[src/rtl/e_operand_stage.sv]
// rtl/e_operand_stage.sv - D/E pipeline register with M/W forwarding and ALU operand select
//
// Ports:
//   clk, reset (sync, active-low), stall (hold), flush (bubble)
//   *_D          : decode-stage data and control captured into the E stage
//   fwd_m_*      : M-stage forwarding source (wins over W)
//   fwd_w_*      : W-stage forwarding source
//   ari1_E/ari2_E: ALU operands; store_data_E: forwarded rt value
//   remaining *_E: registered copies of the decode fields for downstream stages

module e_operand_stage #(
    parameter int DATA_W = 32,
    parameter int RA_W   = 5
) (
    input  logic              clk,
    input  logic              reset,
    input  logic              stall,
    input  logic              flush,
    input  logic [31:0]       pc_D,
    input  logic [31:0]       instr_D,
    input  logic [RA_W-1:0]   rs_addr_D,
    input  logic [RA_W-1:0]   rt_addr_D,
    input  logic [DATA_W-1:0] rs_data_D,
    input  logic [DATA_W-1:0] rt_data_D,
    input  logic [DATA_W-1:0] imm_ext_D,
    input  logic [RA_W-1:0]   wa_D,
    input  logic [2:0]        aluop_D,
    input  logic              alusrc_D,
    input  logic              regwrite_D,
    input  logic              memwrite_D,
    input  logic [1:0]        tnew_D,
    input  logic              fwd_m_we,
    input  logic [RA_W-1:0]   fwd_m_addr,
    input  logic [DATA_W-1:0] fwd_m_data,
    input  logic              fwd_w_we,
    input  logic [RA_W-1:0]   fwd_w_addr,
    input  logic [DATA_W-1:0] fwd_w_data,
    output logic [DATA_W-1:0] ari1_E,
    output logic [DATA_W-1:0] ari2_E,
    output logic [2:0]        aluop_E,
    output logic [DATA_W-1:0] store_data_E,
    output logic [31:0]       pc_E,
    output logic [31:0]       instr_E,
    output logic [RA_W-1:0]   rs_addr_E,
    output logic [RA_W-1:0]   rt_addr_E,
    output logic [RA_W-1:0]   wa_E,
    output logic              regwrite_E,
    output logic              memwrite_E,
    output logic [1:0]        tnew_E
);

    localparam logic [31:0] PC_RESET = 32'h0000_3000;

    logic [DATA_W-1:0] rs_data_E;
    logic [DATA_W-1:0] rt_data_E;
    logic [DATA_W-1:0] imm_ext_E;
    logic              alusrc_E;
    logic [DATA_W-1:0] rs_fwd;
    logic [DATA_W-1:0] rt_fwd;

    // Register $0 is hard-wired, so it never takes a forwarded value even
    // if a later stage claims to write it. M is younger than W and wins.
    always_comb begin
        rs_fwd = rs_data_E;
        if (rs_addr_E != '0) begin
            if (fwd_m_we && (rs_addr_E == fwd_m_addr))
                rs_fwd = fwd_m_data;
            else if (fwd_w_we && (rs_addr_E == fwd_w_addr))
                rs_fwd = fwd_w_data;
        end
    end

    always_comb begin
        rt_fwd = rt_data_E;
        if (rt_addr_E != '0) begin
            if (fwd_m_we && (rt_addr_E == fwd_m_addr))
                rt_fwd = fwd_m_data;
            else if (fwd_w_we && (rt_addr_E == fwd_w_addr))
                rt_fwd = fwd_w_data;
        end
    end

    assign ari1_E       = rs_fwd;
    assign ari2_E       = alusrc_E ? imm_ext_E : rt_fwd;
    assign store_data_E = rt_fwd;

    always_ff @(posedge clk) begin
        if (!reset) begin
            pc_E       <= PC_RESET;
            instr_E    <= '0;
            rs_addr_E  <= '0;
            rt_addr_E  <= '0;
            rs_data_E  <= '0;
            rt_data_E  <= '0;
            imm_ext_E  <= '0;
            wa_E       <= '0;
            aluop_E    <= '0;
            alusrc_E   <= 1'b0;
            regwrite_E <= 1'b0;
            memwrite_E <= 1'b0;
            tnew_E     <= '0;
        end else if (flush) begin
            // Bubble keeps the PC so exception/branch logic still sees where it sits.
            pc_E       <= pc_D;
            instr_E    <= '0;
            rs_addr_E  <= '0;
            rt_addr_E  <= '0;
            rs_data_E  <= '0;
            rt_data_E  <= '0;
            imm_ext_E  <= '0;
            wa_E       <= '0;
            aluop_E    <= '0;
            alusrc_E   <= 1'b0;
            regwrite_E <= 1'b0;
            memwrite_E <= 1'b0;
            tnew_E     <= '0;
        end else if (stall) begin
            // A W-stage write seen only during the stall would otherwise be
            // gone by the time the instruction resumes, so fold it in now.
            rs_data_E <= rs_fwd;
            rt_data_E <= rt_fwd;
        end else begin
            pc_E       <= pc_D;
            instr_E    <= instr_D;
            rs_addr_E  <= rs_addr_D;
            rt_addr_E  <= rt_addr_D;
            rs_data_E  <= rs_data_D;
            rt_data_E  <= rt_data_D;
            imm_ext_E  <= imm_ext_D;
            wa_E       <= wa_D;
            aluop_E    <= aluop_D;
            alusrc_E   <= alusrc_D;
            regwrite_E <= regwrite_D;
            memwrite_E <= memwrite_D;
            tnew_E     <= (tnew_D == 2'd0) ? 2'd0 : tnew_D - 2'd1;
        end
    end

endmodule
[config.mk]
export PLATFORM = sky130hd
export DESIGN_NAME = e_operand_stage
export DESIGN_NICKNAME = d
export VERILOG_FILES = /design/src/rtl/e_operand_stage.sv
export SDC_FILE = /design/constraint.sdc
export NUM_CORES = 1
export LEC_CHECK = 0
export ABC_AREA = 1
export CORE_AREA = 3 3 173 175
export DETAILED_ROUTE_END_ITERATION = 10
export DIE_AREA = 0 0 176 178
export GPL_TIMING_DRIVEN = 0
export PLACE_DENSITY = 0.78
export SLEW_MARGIN = 10
export SYNTH_ARGS = -nofsm -noshare
export SYNTH_HDL_FRONTEND = slang
export SYNTH_SLANG_ARGS = --single-unit
[constraint.sdc]
create_clock -name clk -period 3.15 [get_ports clk]
set_input_delay 0.945 -clock clk [delete_from_list [all_inputs] [get_ports clk]]
set_output_delay 0.945 -clock clk [all_outputs]
set_load 0.02 [all_outputs]
==> results of run 1 <==
[power by group through the flow]
stage,logic [W],registers [W],clock network (W)
floorplan,0.000592,0.00257,0
global placement,0.00143,0.00251,0
detailed placement,0.00144,0.00252,0
CTS,0.00168,0.00246,0.00221
global route,0.00202,0.00248,0.00230
finish,0.00191,0.00247,0.00219
[cell type report]
type | instances | share of cell area, %
antenna | 4 | 0.05473
buffer | 96 | 4.036
timing repair buffer | 601 | 33.40
tap | 384 | 2.627
clock inverter | 14 | 0.8620
inverter | 188 | 3.913
sequential | 183 | 20.05
clock buffer | 17 | 2.326
multi-input combinational | 1013 | 32.73
[per-layer routing]
| layer | up-vias | share of wire [%] | GRT usage (%) |
|---|---|---|---|
| met1 | 5808 | 36 | 30.38 |
| met5 | - | 0 | 0 |
| met2 | 748 | 51 | 48.88 |
| li1 | 5824 | - | - |
| met3 | 164 | 8.2 | 7.450 |
| met4 | 0 | 4.3 | 10.56 |
[cells by family (layout without fill, tap and decap cells)]
family,Yosys count,in the layout
and+or+nand+nor,660,660
AOI/OAI and AO/OA,352,352
buffers and inverters,285,916
DFF,183,183
xor gates and xnor gates,1,1
other,0,4
[worst paths after layout]
kind                                   from                  endpoint  slack, ns  cells past startpoint
hold reg to reg    instr_E[29]$_SDFFE_PP0N_  instr_E[29]$_SDFFE_PP0N_       0.47                      2
setup / recovery              fwd_m_addr[1]                ari2_E[30]      -0.27                     13
setup reg to reg  rs_addr_E[4]$_SDFFE_PP0N_   rs_data_E[2]$_SDFF_PP0_      -0.06                     20
hold / removal     instr_E[29]$_SDFFE_PP0N_  instr_E[29]$_SDFFE_PP0N_       0.47                      2
[cell usage in the layout (no fill, tap or decap), drive strengths merged]
cell type | synthesis | routed
nand2 | 437 | 437
clkdlybuf4s50 | 0 | 335
buf | 31 | 288
nor2 | 207 | 207
o21ai | 201 | 201
inv | 188 | 195
dfxtp | 183 | 183
a21oi | 151 | 151
clkbuf | 66 | 91
nand3 | 13 | 13
clkinv | 0 | 7
diode | 0 | 4
nor3 | 2 | 2
xor2 | 1 | 1
nand3b | 1 | 1
[through the flow]
step	setup TNS (ns)	cell area, µm²
floorplan	0	9368
global placement	-125.20	14280
detailed placement	-125.90	14280
CTS	-10.68	16900
global route	-20.81	18290
finish	-15.92	18290
[state kept, by name (all words and copies together), names as in the netlist]
name	flops
imm_ext_E	32
wa_E	5
rt_addr_E	5
aluop_E	3
memwrite_E	1
instr_E	32
rs_data_E	32
rt_data_E	32
tnew_E	2
alusrc_E	1
regwrite_E	1
rs_addr_E	5
pc_E	32
[critical path, delay by kind of cell]
kind | cells | cell delay (ns)
AOI/OAI and AO/OA | 2 | 0.26
and+or+nand+nor | 7 | 0.65
buffers and inverters | 4 | 0.59
[timing repair]
item,CTS,global route
endpoints found under the setup margin,96,102
pin swaps,123,143
gates resized for setup,1000,305
gates cloned,11,7
setup buffers,109,34
==> impl_results.md, run 1 <==
- Area delta synth->final: 95.23%
- Synth area leaders: dfxtp_1, nand2_1, o21ai_0
- Power Dens Cells: 358.9 nW/µm²
- CP cell instances: buf_8 -> nand2_1 -> o21ai_1 -> nor2_2 -> nand3_4 -> buf_6 -> nand2_4 -> nand2_8 -> clkbuf_16 -> nand2_4 -> nand2_4 -> o21ai_2 -> buf_6
- Clock insertion delay at the later pin of the skew report: 0.43 ns
- Drt first-iter violations: 931
- Clock skew: approximately 0.015 ns
- Post-Synth Adder-Cell Area: 0%
- Hold Buf Count CTS: 0
- Status: finished with violations
- Number of synthesized flops with an enable pin: 0
- Overall power: 0.006564 W
- Number of global-route vias before repair: 11,930
- Comb power frac: between 20% and 30%
- Drt pass-1 iters: 6
- Avg WL per Cell: roughly 19 µm
- Placed instance count: roughly 2,300
- Clk pwr share: 33.4%
- Syn_nets: approximately 1,700
- Worst Setup Start Kind: primary input
- Yosys top cell by area: dfxtp_1
- Pre-CTS setup slack: -1.682 ns
- Post-synth top cells: nand2_1, inv_1, dfxtp_1
- I/O Buffers: 443
- Warnings, synthesis: 0
- Largest net degree at the start of global routing: 20
- I/O pins: roughly 450
- Post-route DRC: 0
- Clk pin slew, worst setup/hold paths: ~0.09 ns
- Hold Slack: 0.4663 ns
- Max-Cap Viols: 0
- Data required, critical path: 2.20 ns
- Num Clock Sinks: 183
- Dpl hpwl: approximately 32,000 µm
- Cells after Synth: 1,481
- Starting Density: 32.73%
- CTS tree: built
- RSZ-0062 raised after global routing: yes
- Tmin final: roughly 3.4 ns
- Largest family of logic cells by synthesized area: simple AND/OR/NAND/NOR gates
- Setup Viol. Count Final: 100
- Switch Pwr: between 0.002 and 0.0025 W
- Flop pwr share: 37.6%
- Cell variety after synth: 22
- P_leak: 7.943 nW
- Net count, final: between 2,000 and 2,500
- Synthesized area per cell: 6.325 µm²
- Min-Delay Path Class: reg -> reg
- First-pass GRT wire length: 66,610 µm
- Critical setup path kind: in -> out
- Post-synth top area share: 39.11%
- Fill cells: about 2,300
- P_int: 0.004405 W
- Post-synthesis simple-gate area fraction: 28.21%
- Overall die area: ~31,000 µm²
- Area taken by flip-flops and latches: roughly 3700 µm²
- Via count: 12,540
- Worst-path maximum fanout: 7
- Register area share after synthesis: 39.11%
- Critical-path top delay cell: clkbuf_16
- Worst slew pin tran: 0.7600 ns
- Final Hold Fails: 0
- Vias per Instance: 5.018
- Worst vdd ir: 329.5 µV
- Initial antenna violation count: 3
- Arr. time, crit path: 2.47 ns
- Largest stage delay, worst path: 0.20 ns
- Peak Freq: 0.2926 GHz
- Root Buffer: clkbuf_16
- Area of the core: 28,630 µm²
- Tot GR Track Use: 27.12%
- CP dominant cell by count: nand2_4
- Asr flop ratio synth: 0%
- Clock tree buffer depth: 2
- Synth Register Bits: about 180
- Final wirelength: 47,630 µm
- Top_reg_cell synth: dfxtp_1
- Cell with the most instances after synthesis: nand2_1
- Max transition margin: 49.33%
- CP Capture Type: output port
- Die span in y: 178 µm
- Max-slew violations: 0
- Post-Synth XOR/XNOR Area: less than 1%
- GRT overflow: 0
- # rows: 62
- Fin cells: 2,500
- Detail Route Antenna Nets: 0
- H-tree levels: 4
- Multi-input gate area: approximately 6000 µm²
- TritonCTS buffer count: 17
- Utilization after layout: 63.89%
- Share of layout cells above drive strength 1: 35.89%
- Post-synthesis mux area share: 0%
- Compound-gate portion of the synthesized area: 20.29%
- Tcrit/Tclk final: 108.5%
- Setup ws final: -0.2679 ns
- Net Sw Frac: 32.89%
- Die Wd: approximately 180 µm
- Mapped cell area: ~9400 µm²
- Final Wtd Congestion: 0.9356
- Failing checks: negative setup slack
Note: power is estimated with default switching activity, not from simulation.
==> inputs of run 2 (changes only) <==
--- a/config.mk
+++ b/config.mk
@@ -6,9 +6,9 @@
 export NUM_CORES = 1
 export LEC_CHECK = 0
 export ABC_AREA = 1
-export CORE_AREA = 3 3 173 175
+export CORE_AREA = 2 2 172 174
 export DETAILED_ROUTE_END_ITERATION = 10
-export DIE_AREA = 0 0 176 178
+export DIE_AREA = 0 0 174 176
 export GPL_TIMING_DRIVEN = 0
 export PLACE_DENSITY = 0.78
 export SLEW_MARGIN = 10
==> impl_results.md, run 2 (synthesized netlist as in run 1, its figures left out) <==
- Status: finished with violations
- Failing checks: negative setup slack
- Min-Delay Path Class: reg -> reg
- Detail Route Antenna Nets: 0 (unchanged)
- First-pass GRT wire length: 64,170 µm (-3.7%)
- Pre-CTS setup slack: -1.410 ns (+0.2718 ns)
- Worst-path maximum fanout: 6 (-1)
- H-tree levels: 4 (unchanged)
- Data required, critical path: 2.20 ns (about the same)
- Tmin final: 3.398 ns (-0.02031 ns)
- Worst Hold Path Cells: 2 (unchanged)
- Clk pin slew, worst setup/hold paths: 0.08 ns (about the same)
- # rows: 62 (unchanged)
- CTS tree: built
- Avg WL per Cell: 18.02 µm (-5.4%)
- FF-to-FF setup slack: -0.04 ns (+0.02 ns)
- Die Wd: 174 µm (-1.1%)
- Drt pass-1 iters: 5 (-1)
- Post-route DRC: 0 (unchanged)
- I/O pins: 445 (unchanged)
- Reg2Reg Launch Point: rs_addr_E[2]$_SDFFE_PP0N_
- P_leak: 7.729 nW (-2.7%)
- Arr. time, crit path: 2.45 ns (-0.02 ns)
- Dpl hpwl: 31,300 µm (-1.8%)
- Net count, final: 2,352 (-0.47%)
- Vias per Instance: 4.901 (-2.3%)
- Commonest non-fill, non-tap cell in the layout: clkdlybuf4s50_1
- Die span in y: 176 µm (-1.1%)
- I/O Buffers: 443 (unchanged)
- Max transition margin: 49.74% (+0.41 points)
- CP Capture Type: output port
- Clock skew: 0.01449 ns (-0.0006566 ns)
- Area of the core: 28,550 µm² (-0.27%)
- Setup ws final: -0.2476 ns (+0.02031 ns)
- Num Clock Sinks: 183 (unchanged)
- Drt first-iter violations: 1,085 (+17%)
- Clock tree buffer depth: 2 (unchanged)
- Number of global-route vias before repair: 11,820 (-0.86%)
- Worst slew pin tran: 0.7539 ns (-0.006146 ns)
- Max-slew violations: 0 (unchanged)
- Via count: 12,200 (-2.8%)
- Final Hold Fails: 0 (unchanged)
- Overall power: 0.006527 W (-0.57%)
- Peak Freq: 0.2943 GHz (+0.60%)
- Starting Density: 32.81% (+0.089 points)
- Max-Cap Viols: 0 (unchanged)
- Area delta synth->final: 88.39%
- RSZ-0062 raised after global routing: yes
- RR Endpoint: rs_data_E[19]$_SDFF_PP0_
- GRT overflow: 0 (unchanged)
- Tcrit/Tclk final: 107.9% (-0.64 points)
- Commonest cells after routing, fill and taps aside: clkdlybuf4s50_1, nand2_1, dfxtp_1, inv_1, buf_4
- Share of layout cells above drive strength 1: 33.16% (-2.7 points)
- Setup Viol. Count Final: 102 (+2.0%)
- Worst Setup Start Kind: primary input
- Initial antenna violation count: 3 (unchanged)
- Reg2Reg Depth: 23 (+15%)
- Hold_sp: instr_E[3]$_SDFFE_PP0N_
- Tot GR Track Use: 26.88% (-0.24 points)
- Sum of negative setup slack: -15.21 ns (+0.7142 ns)
- TritonCTS buffer count: 17 (unchanged)
- Clock insertion delay at the later pin of the skew report: 0.43 ns (about the same)
- Hold path endpoint: instr_E[3]$_SDFFE_PP0N_
- Final wirelength: 44,850 µm (-5.8%)
- Final Wtd Congestion: 0.9208 (-1.6%)
- Critical setup path kind: in -> out
- Largest net degree at the start of global routing: 21 (+5.0%)
- Power Dens Cells: 369.8 nW/µm² (+3.0%)
- Root Buffer: clkbuf_16
- Worst vdd ir: 323.5 µV (-1.8%)
- Overall die area: 30,620 µm² (-2.2%)
run 2: changes by cell type in the layout (fill, tap and decap cells not counted), moves of 16 or more:
cell	before	now
o21ai_2	68	47
nand2_2	79	101
o21ai_1	14	30
buf_6	138	107
inv_2	67	50
buf_4	111	132
nand2_4	59	43
nor2_4	46	28
run 2: area by class of cell:
cell class,instances,area (µm²)
clock inverter,14,177.7
inverter,188,720.7
multi-input combinational,1013,5647
timing repair buffer,589,5828
antenna,3,7.507
sequential,183,3669
clock buffer,18,429.2
buffer,97,689.4
fill,2493,10900
tap,384,480.5
run 2: how the worst max path moves through the flow:
stage	slack, ns	from	cells past startpoint	to
after CTS	-0.22	fwd_m_addr[3]	15	ari2_E[1]
after global placement	-1.43	fwd_w_addr[1]	13	ari2_E[19]
after global routing	-0.29	fwd_m_addr[3]	15	ari1_E[23]
after detailed placement	-1.41	fwd_w_addr[1]	13	ari2_E[19]
final	-0.25	fwd_m_addr[3]	15	ari1_E[23]
after floorplan	0.02	fwd_m_addr[3]	11	ari2_E[31]
run 2: through the flow:
stage | cells | hold WS (ns) | instance area, µm² | util, %
after floorplan | 1481 | 0.4454 | 9368 | -
after detailed placement | 2308 | 0.4551 | 14280 | 50.03
final | 2489 | 0.4649 | 17650 | 61.82
after CTS | 2476 | 0.4675 | 16630 | 58.24
after global placement | 2308 | 0.4513 | 14280 | 50.03
after global routing | 2488 | 0.4804 | 17650 | 61.81
run 2: metal layers:
layer / up-vias / part of all wire [%] / track usage (%)
li1: 5789 / - / -
met1: 5716 / 38 / 30.44
met2: 559 / 51 / 48.36
met3: 133 / 7.1 / 6.697
met4: 2 / 4.5 / 10.96
met5: - / 0.029 / 0
run 2: repair_timing:
item / in CTS / in global routing
hold buffers: 0 / 0
pin swaps: 105 / 128
gates cloned: 10 / 4
endpoints found under the setup margin: 96 / 104
resized for setup: 860 / 297
buffers inserted: 126 / 18
run 2: worst max-delay path, stage by stage:
cell     delay, ns
buf_8         0.09
inv_4         0.03
buf_4         0.12
nand2_2       0.06
nand2_2       0.07
nor2_4        0.14
nand3_4       0.14
buf_12        0.19
buf_8         0.14
nor2_2        0.10
nor2_1        0.05
nand2_1       0.12
nand2_2       0.09
inv_2         0.06
buf_6         0.11
run 2: where the power goes:
part	total (W)	switching (W)	internal (W)
Sequential	0.00247	0.0000507	0.00241
Clock	0.00224	0.00115	0.00109
Combinational	0.00183	0.000934	0.000891
==> inputs of run 3 (changes only) <==
--- a/config.mk
+++ b/config.mk
@@ -11,7 +11,6 @@
 export DIE_AREA = 0 0 174 176
 export GPL_TIMING_DRIVEN = 0
 export PLACE_DENSITY = 0.78
-export SLEW_MARGIN = 10
 export SYNTH_ARGS = -nofsm -noshare
 export SYNTH_HDL_FRONTEND = slang
 export SYNTH_SLANG_ARGS = --single-unit
==> results of run 3 <==
Same layout as run 2: the final DEF is identical, and so are final timing and power.
